File: src/rtl/cipher_uart_pkg.sv
// Shared types and constants for the cipher block UART transmitter.
// CIPHER_TX_PARITY_EN adds the PARITY state to the FSM encoding.
package cipher_uart_pkg;

  localparam int unsigned BYTES_PER_BLOCK      = 8;
  localparam int unsigned DATA_BITS            = 8;
  localparam int unsigned DEFAULT_CLKS_PER_BIT = 434;

`ifdef CIPHER_TX_PARITY_EN
  typedef enum logic [2:0] {IDLE, START, DATA, PARITY, STOP} tx_state_t;
`else
  typedef enum logic [2:0] {IDLE, START, DATA, STOP} tx_state_t;
`endif

  // Even parity is the plain XOR of the byte; odd parity inverts it.
  function automatic logic parity_of(input logic [DATA_BITS-1:0] b, input logic odd);
    return (^b) ^ odd;
  endfunction

endpackage

File: src/rtl/uart_baud_gen.sv
// Baud counter: bit_done pulses on the last cycle of every bit; load or
// bit_done restarts the count so each bit lasts exactly CLKS_PER_BIT cycles.
module uart_baud_gen
  import cipher_uart_pkg::*;
#(
  parameter int unsigned CLKS_PER_BIT = DEFAULT_CLKS_PER_BIT
) (
  input  logic clk,
  input  logic rst_n,
  input  logic load,
  input  logic run,
  output logic bit_done
);

  logic [15:0] cnt;

  assign bit_done = run && (cnt == 16'(CLKS_PER_BIT - 1));

  always_ff @(posedge clk or negedge rst_n) begin
    if (!rst_n) begin
      cnt <= '0;
    end else if (load || bit_done) begin
      cnt <= '0;
    end else if (run) begin
      cnt <= cnt + 16'd1;
    end
  end

endmodule

File: src/rtl/cipher_uart_tx.sv
// Serialises a 64-bit cipher block as 8 UART frames, MSB byte first, LSB bit first.
// Optional parity bit compiled in with CIPHER_TX_PARITY_EN.
module cipher_uart_tx
  import cipher_uart_pkg::*;
#(
  parameter int unsigned CLKS_PER_BIT = DEFAULT_CLKS_PER_BIT
) (
  input  logic        CLK,
  input  logic        rst_n,
  input  logic        parity_en,
  input  logic        parity_kind,
  input  logic        blk_valid,
  input  logic [64:1] blk_data,
  output logic        blk_ready,
  output logic        txd,
  output logic        busy,
  output logic        ft
);

  localparam logic [2:0] LAST_BIT  = 3'(DATA_BITS - 1);
  localparam logic [2:0] LAST_BYTE = 3'(BYTES_PER_BLOCK - 1);

  tx_state_t   state, state_nxt;
  logic [63:0] data_q;
  logic [2:0]  byte_idx;
  logic [2:0]  bit_idx;
  logic [7:0]  cur_byte;
  logic        bit_done;
  logic        accept;

  assign blk_ready = (state == IDLE);
  assign busy      = (state != IDLE);
  assign accept    = blk_ready && blk_valid;
  assign cur_byte  = data_q[63:56];

`ifdef CIPHER_TX_PARITY_EN
  logic par_en_q;
  logic par_kind_q;
`else
  logic unused_cfg;
  assign unused_cfg = parity_en | parity_kind;
`endif

  uart_baud_gen #(
    .CLKS_PER_BIT(CLKS_PER_BIT)
  ) u_baud (
    .clk     (CLK),
    .rst_n   (rst_n),
    .load    (accept),
    .run     (busy),
    .bit_done(bit_done)
  );

  always_ff @(posedge CLK or negedge rst_n) begin
    if (!rst_n) begin
      state <= IDLE;
    end else begin
      state <= state_nxt;
    end
  end

  always_comb begin
    state_nxt = state;
    txd       = 1'b1;
    ft        = 1'b0;
    case (state)
      IDLE: if (blk_valid) state_nxt = START;
      START: begin
        txd = 1'b0;
        if (bit_done) state_nxt = DATA;
      end
      DATA: begin
        txd = cur_byte[bit_idx];
        if (bit_done && bit_idx == LAST_BIT) begin
`ifdef CIPHER_TX_PARITY_EN
          state_nxt = par_en_q ? PARITY : STOP;
`else
          state_nxt = STOP;
`endif
        end
      end
`ifdef CIPHER_TX_PARITY_EN
      PARITY: begin
        txd = parity_of(cur_byte, par_kind_q);
        if (bit_done) state_nxt = STOP;
      end
`endif
      STOP: begin
        if (bit_done) begin
          if (byte_idx == LAST_BYTE) begin
            state_nxt = IDLE;
            ft        = 1'b1;
          end else begin
            state_nxt = START;
          end
        end
      end
      default: state_nxt = IDLE;
    endcase
  end

  // The block is shifted a byte at a time so the frame always reads the top byte.
  always_ff @(posedge CLK or negedge rst_n) begin
    if (!rst_n) begin
      data_q   <= '0;
      byte_idx <= '0;
      bit_idx  <= '0;
`ifdef CIPHER_TX_PARITY_EN
      par_en_q   <= 1'b0;
      par_kind_q <= 1'b0;
`endif
    end else if (accept) begin
      data_q   <= blk_data;
      byte_idx <= '0;
      bit_idx  <= '0;
`ifdef CIPHER_TX_PARITY_EN
      par_en_q   <= parity_en;
      par_kind_q <= parity_kind;
`endif
    end else if (bit_done) begin
      if (state == DATA) begin
        bit_idx <= bit_idx + 3'd1;
      end else if (state == STOP) begin
        byte_idx <= byte_idx + 3'd1;
        data_q   <= {data_q[55:0], 8'h00};
      end
    end
  end

endmodule

File: config.mk
export PLATFORM = sky130hd
export DESIGN_NAME = cipher_uart_tx
export DESIGN_NICKNAME = d
export VERILOG_FILES = /design/src/rtl/cipher_uart_pkg.sv /design/src/rtl/uart_baud_gen.sv /design/src/rtl/cipher_uart_tx.sv
export SDC_FILE = /design/constraint.sdc
export NUM_CORES = 1
export LEC_CHECK = 0
export ABC_CLOCK_PERIOD_IN_PS = 8000
export CAP_MARGIN = 20
export CORE_MARGIN = 5
export CORE_UTILIZATION = 50
export CTS_CLUSTER_DIAMETER = 30
export DETAILED_ROUTE_END_ITERATION = 6
export HOLD_SLACK_MARGIN = 0.05
export PLACE_DENSITY = 0.83
export SETUP_SLACK_MARGIN = 0.15
export SYNTH_ARGS = -nofsm -noshare
export SYNTH_HDL_FRONTEND = slang
export SYNTH_HIERARCHICAL = 1
export SYNTH_SLANG_ARGS = --single-unit
File: constraint.sdc
create_clock -name CLK -period 8 [get_ports CLK]
set_input_delay 1.6 -clock CLK [delete_from_list [all_inputs] [get_ports CLK]]
set_output_delay 1.6 -clock CLK [all_outputs]
set_load 0.005 [all_outputs]
Word level (Yosys, flattened, before mapping)
Cells that the tools add are included.
{"block": "op_classes", "n_addsub": 3, "mul": 0, "div": 0, "magnitude_cmp": 1, "eq_ne": 11, "shift": 0, "mux": 25, "bitwise": 0, "n_reduce_logical": 13}
{"operator": "$mux W64", "n": 4}
{"operator": "$mux W3", "n": 11}
{"operator": "$mux W16", "n": 2}
{"operator": "$add A16 B1 Y16 const B", "n": 1}
{"operator": "$eq A16 B9 Y1 const B", "n": 1}
{"operator": "$pmux W3 S4", "n": 1}
{"operator": "$ne A2 B2 Y1 const B", "n": 4}
{"operator": "$reduce_bool A2 Y1", "n": 4}
{"operator": "$add A3 B1 Y3 const B", "n": 2}
{"operator": "$eq A3 B2 Y1 const B", "n": 2}
{"operator": "$eq A3 B3 Y1 const B", "n": 2}
{"operator": "$mux W1", "n": 5}
{"operator": "$lt A3 B4 Y1 const B", "n": 1}
{"operator": "$reduce_and A4 Y1", "n": 1}
{"operator": "$bmux W1 S3", "n": 1}
{"operator": "$eq A3 B1 Y1 const B", "n": 1}
{"operator": "$logic_and A1 B1 Y1", "n": 3}
{"operator": "$logic_not A3 Y1", "n": 1}
{"operator": "$reduce_and A3 Y1", "n": 1}
{"operator": "$reduce_bool A3 Y1", "n": 1}
{"operator": "$ne A2 B1 Y1 const B", "n": 1}
{"operator": "$pmux W1 S2", "n": 1}
{"operator": "$reduce_and A2 Y1", "n": 1}
{"operator": "$logic_or A1 B1 Y1", "n": 1}
{"block": "word_totals", "regBits": 89, "latchBits": 0, "ramBits": 0, "rom_bits": 0, "input_bits": 69, "elab_cells": 58, "memories": 0}

Longest topological paths before layout
Gate-level depths: netlist of the first run.
{"block": "logic_depth", "ltp_word": 5, "ltp_mapped": 11, "ltp_nobuf": 8}

By module
Netlist of the first run, hierarchy kept.
{"mod": "cipher_uart_tx", "instances": 1, "cells_each": 254, "area_per_inst_um2": 3827.4, "seq_area_each_um2": 1801.7}
{"mod": "uart_baud_gen", "instances": 1, "cells_each": 92, "area_per_inst_um2": 909.6, "seq_area_each_um2": 400.4}

Worst setup path before layout of the first run
Ideal clock, no wire load.
{"block": "synth_path", "path_kind": "register -> output", "startpoint": "register state[0]", "endpoint": "output ft", "arrival_time_ns": 2.077, "required_time_ns": 6.400, "path_slack_ns": 4.323, "stages_incl_launch_ff": 8, "n_path_buf": 1, "path_cell_list": "dfrtp_1 inv_1 ha_1 inv_1 clkbuf_8 nand4_1 nor4_1 and3_1"}
{"block": "synth_between", "elab_chain_len": 4}
{"item": "start, declared", "line_no": "cipher_uart_tx.sv:23", "rtl": "tx_state_t state, state_nxt;"}
{"item": "start signal, assigned", "line_no": "cipher_uart_tx.sv:58", "rtl": "state <= state_nxt;"}
{"item": "$reduce_bool A3 Y1", "line_no": "cipher_uart_tx.sv:32", "rtl": "assign busy = (state != IDLE);"}
{"item": "named net busy", "line_no": "cipher_uart_tx.sv:16", "rtl": "output logic busy,"}
{"item": "$logic_and A1 B1 Y1", "line_no": "uart_baud_gen.sv:17", "rtl": "assign bit_done = run && (cnt == 16'(CLKS_PER_BIT - 1));"}
{"item": "named net bit_done", "line_no": "cipher_uart_tx.sv:28", "rtl": "logic bit_done;"}
{"item": "$mux W1", "line_no": "cipher_uart_tx.sv:89", "rtl": "if (bit_done) begin"}
{"item": "$mux W1", "line_no": "cipher_uart_tx.sv:66", "rtl": "case (state)"}
{"item": "end, declared", "line_no": "cipher_uart_tx.sv:17", "rtl": "output logic ft"}
The timed path passes the listed nets, and every way through them passes these cells.

Worst setup path in the final report of the first run
{"block": "layout_path", "startpoint": "register state[0]", "endpoint": "output ft"}
{"block": "layout_between", "elab_chain_len": 4}
{"item": "$reduce_bool A3 Y1", "line_no": "cipher_uart_tx.sv:32"}
{"item": "$logic_and A1 B1 Y1", "line_no": "uart_baud_gen.sv:17"}
{"item": "named net bit_done", "line_no": "cipher_uart_tx.sv:28"}
{"item": "$mux W1", "line_no": "cipher_uart_tx.sv:89"}
{"item": "$mux W1", "line_no": "cipher_uart_tx.sv:66"}
The timed path passes the listed nets, and every way through them passes these cells.

==> metrics.md, run 1 <==
| Metric | Value |
|---|---|
| Maxcap violations | 0 |
| Clock latency on the worst-skew pair | 0.36 ns |
| Internal reg-to-reg setup slack | 4.70 ns |
| Number of nets at the end of the flow | 492 |
| Fraction of the mapped netlist area in adder cells | 0.02641 |
| Tightest Pin Transition | 0.9424 ns |
| Worst min path class | register to register |
| Clock edge transition at the registers on the reported setup and hold paths | 0.10 ns |
| Worst setup SP type | register |
| Warnings from Yosys | 6 |
| Relative slew slack | 0.3717 |
| VDD IR max | 0.0001458 V |
| Area growth from synthesis to layout | 18.70% |
| Worst-case clock skew | 0.01637 ns |
| Dominant combinational cell family by area after synthesis | multiplexers |
| Layout cells sized above 1 | 0.2847 |
| Non-filler cells in the finished layout | 547 |
| Average routed wire per standard cell | 16.37 µm |
| Length of the first detailed-routing pass in iterations | 4 |
| Fraction of the mapped netlist area in compound gates | 0.03988 |
| Worst reg2reg path startpoint | state[0] |
| Hold violation count in the final report | 0 |
| PortBufs | 70 |
| Achievable clock frequency | 0.2293 GHz |
| Wire length of the first global-routing pass | 15.34 mm |
| Period utilisation layout | 0.5451 |
| Overall routing resource usage | 0.1673 |
| Req. time, crit path | 6.40 ns |
| Std-Cell Rows | 35 |
| Number of H-tree levels | 3 |
| First element of the critical path | state[0] |
| Hpwl dp | 6.368 mm |
| Post_cts resized | 0 |
| Worst reg-to-reg path cell count | 10 |
| Via density per instance | 5.210 |
| Weighted congestion reported at the end of routability-driven placement | 0.8265 |
| Clock root buffer | clkbuf_8 |
| Chip Height | 107.3 µm |
| Sum Neg Setup Slack | 0 ns |
| Simple-gate portion of the synthesized area | 0.06920 |
| Cell area power density | 306.3 mW/mm² |
| Capturing point of the worst reg2reg path | data_q[63] |
| Remaining antenna violation count after routing | 0 |
| Biggest fanout along the worst timing path | 10 |
| Post-detailed-route DRC marker count | 0 |
| Number of cells on the worst hold path | 1 |
| GRT overflow | 0 |
| Clock buffers created by TritonCTS | 9 |
| Min-delay src | data_q[26] |
| Die outline area | 0.01152 mm² |
| Worst-case clock buffer depth | 2 |
| Pin count of the biggest net entering global routing | 89 |
| Chip Width | 107.3 µm |
| Crit Path Class | register to primary output |
| Post-cts hold buffer count | 0 |
| Post-placement setup slack | 4.009 ns |
| Synthesized net count | 425 |
| Final Slew Violations | 0 |
| Initial standard-cell utilization of the core | 0.5127 |
| Count of placed standard cells including taps | 530 |
| Worst setup EP type | primary output |
| Share of synthesized area spent on multiplexers | 0.3122 |
| Synthesized area divided by synthesized cell count | 13.69 µm² |
| Clk sinks | 88 |
| Total length of routed wires | 8.952 mm |
| Cell area after synthesis | 0.004737 mm² |
| Final setup violation count | 0 |
| Number of cells produced by synthesis | 346 |
| Number of antenna violations at the first check in global routing | 0 |
| Time the worst path needs with I/O delays and setup | 4.361 ns |
| Total via count in the routed design | 2,850 |
| Fraction of the yosys area taken by sequential cells | 0.4649 |
| Static Leakage | 2.506 nW |
| Number of distinct library cells after synthesis | 39 |
| Number of storage elements in the synthesis netlist | 88 |
| Via count of the first global-routing pass | 3,114 |
| Xor/xnor share of the synthesized area | 0.02958 |
| Core area | 0.009240 mm² |
| Final setup margin | 3.639 ns |
| Run status | completed |
| Number of top-level pins | 73 |
| Unrepaired setup endpoints after global routing | false |
| Final antenna diode count | 0 |
| CTS tree | done |
| Iteration-0 DRC Markers | 62 |
| Number of buffers inserted to repair setup after CTS | 0 |
| Worst Path Arrival | 2.76 ns |
| End point of the worst hold path | data_q[26] |
| Hold slack final | 0.5094 ns |
[power by group]
group	internal [mW]	switching (mW)
combinational	0.435	0.265
clock	0.155	0.161
sequential	0.604	0.102
[how the worst max path moves through the flow]
stage               end  slack (ns)  cells after the start
global route         ft        3.41                      8
floorplan            ft        4.32                      7
detailed placement   ft        4.01                      8
global placement     ft        4.04                      8
CTS                  ft        3.60                      8
finish               ft        3.64                      8
[per-stage QoR]
| step | instance area [µm²] | utilization | power [mW] |
|---|---|---|---|
| floorplan | 4737 | - | 1.284 |
| global placement | 5390 | 0.5833 | 1.387 |
| detailed placement | 5390 | 0.5833 | 1.418 |
| CTS | 5595 | 0.6056 | 1.738 |
| global route | 5623 | 0.6085 | 1.834 |
| finish | 5623 | 0.6085 | 1.722 |
[logic make-up (layout without fill, tap and decap cells)]
family          count (synthesis)  count (layout)
compound gates                 21              21
xor+xnor                       16              16
fa+ha+maj                      10              10
buf+inv                        28             100
flops                          88              88
mux                           117             117
simple gates                   66              66
[sequential cells by signal, indices dropped and copies added (netlist names)]
signal,cells
bit_idx,3
byte_idx,3
data_q,64
state,2
u_baud/cnt,16
[cell usage after synthesis]
cell type   n  share of area
dfrtp_1    88           0.46
mux2_2     50           0.12
mux2_4     40           0.13
mux2_1     26          0.062
nor2_1     23          0.018
xnor2_1    12          0.022
a22o_1     10          0.018
ha_1       10          0.026
nand2_1    10         0.0079
inv_1       9         0.0071
buf_6       8          0.019
nor4_1      8          0.011
nand4_1     7         0.0092
nand3_1     6         0.0063
buf_12      4          0.017
nor3_1      4         0.0042
xor2_1      4         0.0074
a21oi_1     2         0.0021
clkbuf_1    2         0.0016
nand2_2     2         0.0026
nand2b_1    2         0.0026
o221ai_1    2         0.0037
a211oi_1    1         0.0016
a21o_1      1         0.0016
a21oi_2     1         0.0018
a2bb2oi_1   1         0.0018
and3_1      1         0.0013
buf_2       1         0.0011
buf_4       1         0.0016
bufbuf_16   1         0.0069
clkbuf_8    1         0.0029
inv_2       1        0.00079
mux4_2      1         0.0048
nor3_2      1         0.0021
nor4_2      1         0.0026
o211ai_1    1         0.0016
o22ai_1     1         0.0013
o41ai_4     1         0.0058
or2_2       1         0.0013
[layer usage]
layer	up-vias	GRT usage	wire length (µm)
li1	1370	-	-
met1	1403	0.2305	4070
met2	71	0.2556	4261
met3	6	0.05879	555
met4	0	0.03787	64
met5	-	0	0
[final cells by class]
| class | instances | area, µm² |
|---|---|---|
| well taps | 129 | 161.4 |
| fillers | 693 | 3617 |
| repair buffers | 74 | 748.2 |
| inverters | 10 | 37.54 |
| flip-flops and latches | 88 | 2202 |
| clock inverters | 5 | 63.81 |
| multi-input cells | 230 | 2268 |
| clock buffers | 11 | 141.4 |
[worst max-delay path, stage by stage, from the launching register on]
cell and delay [ns]:
dfrtp_1 0.38, inv_1 0.09, ha_1 0.26, inv_1 0.26, nand4_1 0.24, nor4_1 0.32, buf_4 0.20, and3_1 0.16
clkdlybuf4s50_1 0.50
[layout by cell type, fill, tap and decap left out, types with 2 or more instances in the layout]
cell / synthesis / routed
nand2_2: 2 / 2
clkbuf_8: 1 / 10
mux2_4: 40 / 40
ha_1: 10 / 10
nand2_1: 10 / 10
o221ai_1: 2 / 2
inv_1: 9 / 9
nor4_1: 8 / 8
nor3_1: 4 / 4
nand4_1: 7 / 7
a21oi_1: 2 / 2
buf_4: 1 / 4
nand2b_1: 2 / 2
xor2_1: 4 / 4
mux2_2: 50 / 50
dfrtp_1: 88 / 88
nand3_1: 6 / 6
clkdlybuf4s50_1: 0 / 69
a22o_1: 10 / 10
mux2_1: 26 / 26
nor2_1: 23 / 23
clkinv_4: 0 / 2
xnor2_1: 12 / 12
Note: power is estimated with default switching activity, not from simulation.
==> run 2: changes to the inputs <==
ABC_CLOCK_PERIOD_IN_PS = 3700   (was 8000)
CORE_UTILIZATION = 49   (was 50)
PLACE_DENSITY = 0.85   (was 0.83)
clock period = 3.7 ns   (was 8 ns; I/O delays follow)
==> metrics.md, run 2 (synthesis gave the netlist of run 1 again) <==
| Metric | Value |
|---|---|
| Req. time, crit path | 2.96 ns |
| Chip Width | 108.3 µm |
| Worst min path class | primary input to asynchronous set/reset pin |
| Crit Path Class | register to primary output |
| Clock edge transition at the registers on the reported setup and hold paths | 0.09 ns |
| End point of the critical path | ft |
| Number of antenna violations at the first check in global routing | 0 |
| Met1 routing resource usage after global routing | 0.2193 |
| Met2 usage in global routing | 0.2598 |
| Length of the first detailed-routing pass in iterations | 4 |
| Most common cell after layout, fill and taps aside | dfrtp_1 |
| Worst setup SP type | register |
| Top Registers | data_q x64, u_baud/cnt x16 |
| Max reg flops | 64 |
| Average routed wire per standard cell | 16.73 µm |
| Number of nets at the end of the flow | 494 |
| Number of H-tree levels | 3 |
| Post-Layout Inst Area | 0.005635 mm² |
| Via count of the first global-routing pass | 3,135 |
| Tightest Pin Transition | 0.8645 ns |
| Final antenna diode count | 0 |
| Period utilisation layout | 0.9152 |
| Most used cells in the layout excluding fill and tap cells | 88 x dfrtp_1, 69 x clkdlybuf4s50_1, 50 x mux2_2, 40 x mux2_4, 26 x mux2_1 |
| Final setup margin | 0.3138 ns |
| Internal reg-to-reg setup slack | 0.92 ns |
| Routing layer with the top usage in global route | met2 |
| Clock buffers created by TritonCTS | 9 |
| Register area | 0.002202 mm² |
| Clock root buffer | clkbuf_8 |
| Clk sinks | 88 |
| Overall routing resource usage | 0.1673 |
| Count of placed standard cells including taps | 532 |
| PortBufs | 70 |
| Cell area power density | 651.0 mW/mm² |
| Remaining antenna violation count after routing | 0 |
| Clock latency on the worst-skew pair | 0.35 ns |
| Worst reg2reg path startpoint | state[0] |
| Weighted congestion reported at the end of routability-driven placement | 0.8351 |
| Time the worst path needs with I/O delays and setup | 3.386 ns |
| Iteration-0 DRC Markers | 68 |
| Post-cts hold buffer count | 0 |
| Area growth from synthesis to layout | 18.96% |
| Worst setup EP type | primary output |
| Area taken by multi-input logic gates | 0.002275 mm² |
| Post-detailed-route DRC marker count | 0 |
| Core area | 0.009328 mm² |
| # fillers | 722 |
| Worst Path Arrival | 2.65 ns |
| Capturing point of the worst reg2reg path | data_q[63] |
| Hold slack final | 0.2366 ns |
| Placed cell areas | 0.005430 mm² |
| Number of buffers inserted to repair setup after CTS | 0 |
| GRT overflow | 0 |
| Maxcap violations | 0 |
| Largest Register | data_q |
| Total length of routed wires | 9.170 mm |
| Std-Cell Rows | 35 |
| Worst-case clock buffer depth | 2 |
| Static Leakage | 2.501 nW |
| Wire length of the first global-routing pass | 15.41 mm |
| Biggest fanout along the worst timing path | 10 |
| Total via count in the routed design | 2,862 |
| Layout cells sized above 1 | 0.2936 |
| Chip Height | 108.3 µm |
| First element of the critical path | state[0] |
| Final Slew Violations | 0 |
| Worst reg-to-reg path cell count | 10 |
| Met3 Track Usage GR | 0.06030 |
| Worst-case clock skew | 0.01210 ns |
| Initial standard-cell utilization of the core | 0.5078 |
| Hpwl dp | 6.648 mm |
| VDD IR max | 0.0003132 V |
| Run status | completed |
| Via density per instance | 5.223 |
| Pin count of the biggest net entering global routing | 89 |
| Relative slew slack | 0.4217 |
| CTS tree | done |
| Achievable clock frequency | 0.2953 GHz |
| Sum Neg Setup Slack | 0 ns |
| Number of top-level pins | 73 |
| Post-placement setup slack | 0.5174 ns |
| Hold violation count in the final report | 0 |
| Die outline area | 0.01173 mm² |
| Final setup violation count | 0 |
| Non-filler cells in the finished layout | 548 |
| Unrepaired setup endpoints after global routing | false |
run 2: cell count changes in the layout (fill, tap and decap cells not counted), sizes merged:
cell | previous run | this run
clkinv | 2 | 1
clkinvlp | 1 | 3
buf | 5 | 7
inv | 11 | 12
bufinv | 1 | 0
clkbuf | 11 | 9
run 2: area by class of cell:
class | count | share of cell area
multi-input combinational | 230 | 0.4036
sequential | 88 | 0.3908
timing repair buffer | 76 | 0.1399
tap | 129 | 0.02864
clock buffer | 9 | 0.02198
clock inverter | 6 | 0.007993
inverter | 10 | 0.007105
run 2: worst max-delay path, stage by stage, from the launching register on:
cell,delay [ns]
dfrtp_1,0.39
inv_1,0.09
ha_1,0.29
inv_4,0.14
nand4_1,0.20
nor4_2,0.33
buf_4,0.19
and3_1,0.17
clkdlybuf4s50_1,0.50
run 2: worst min path at each step:
stage | start | endpoint | slack, ns | cells after the start
floorplan | rst_n | bit_idx[0] | 0.44 | 0
global placement | data_q[7] | data_q[7] | 0.48 | 1
detailed placement | data_q[6] | data_q[6] | 0.48 | 1
CTS | data_q[6] | data_q[6] | 0.51 | 1
global route | rst_n | u_baud/cnt[5] | 0.22 | 1
finish | rst_n | u_baud/cnt[5] | 0.24 | 1
run 2: timing repair:
item	CTS	global route
pin swaps	0	1
endpoints found under the setup margin	1	1
gates resized for setup	1	2
run 2: per-stage QoR:
| step | utilization | total power, mW |
|---|---|---|
| 3_3_place_gp | 0.5822 | 3.013 |
| 2_1_floorplan | - | 2.776 |
| 4_1_cts | 0.6003 | 3.705 |
| 5_1_grt | 0.6042 | 3.913 |
| 6_report | 0.6042 | 3.669 |
| 3_5_place_dp | 0.5822 | 3.095 |
run 2: report_power, final:
part	internal, mW	total (mW)	leakage, nW	switching [mW]
clock	0.244	0.588	0.0781	0.344
combinational	0.959	1.55	1.29	0.594
sequential	1.31	1.53	1.14	0.221
total	2.51	3.67	2.50	1.16
run 2: layer usage:
layer | wire (µm) | up-vias | part of all wire
li1 | - | 1383 | -
met1 | 3984 | 1393 | 0.43
met2 | 4462 | 69 | 0.49
met3 | 531 | 17 | 0.058
met4 | 193 | 0 | 0.021
met5 | 0 | - | 0
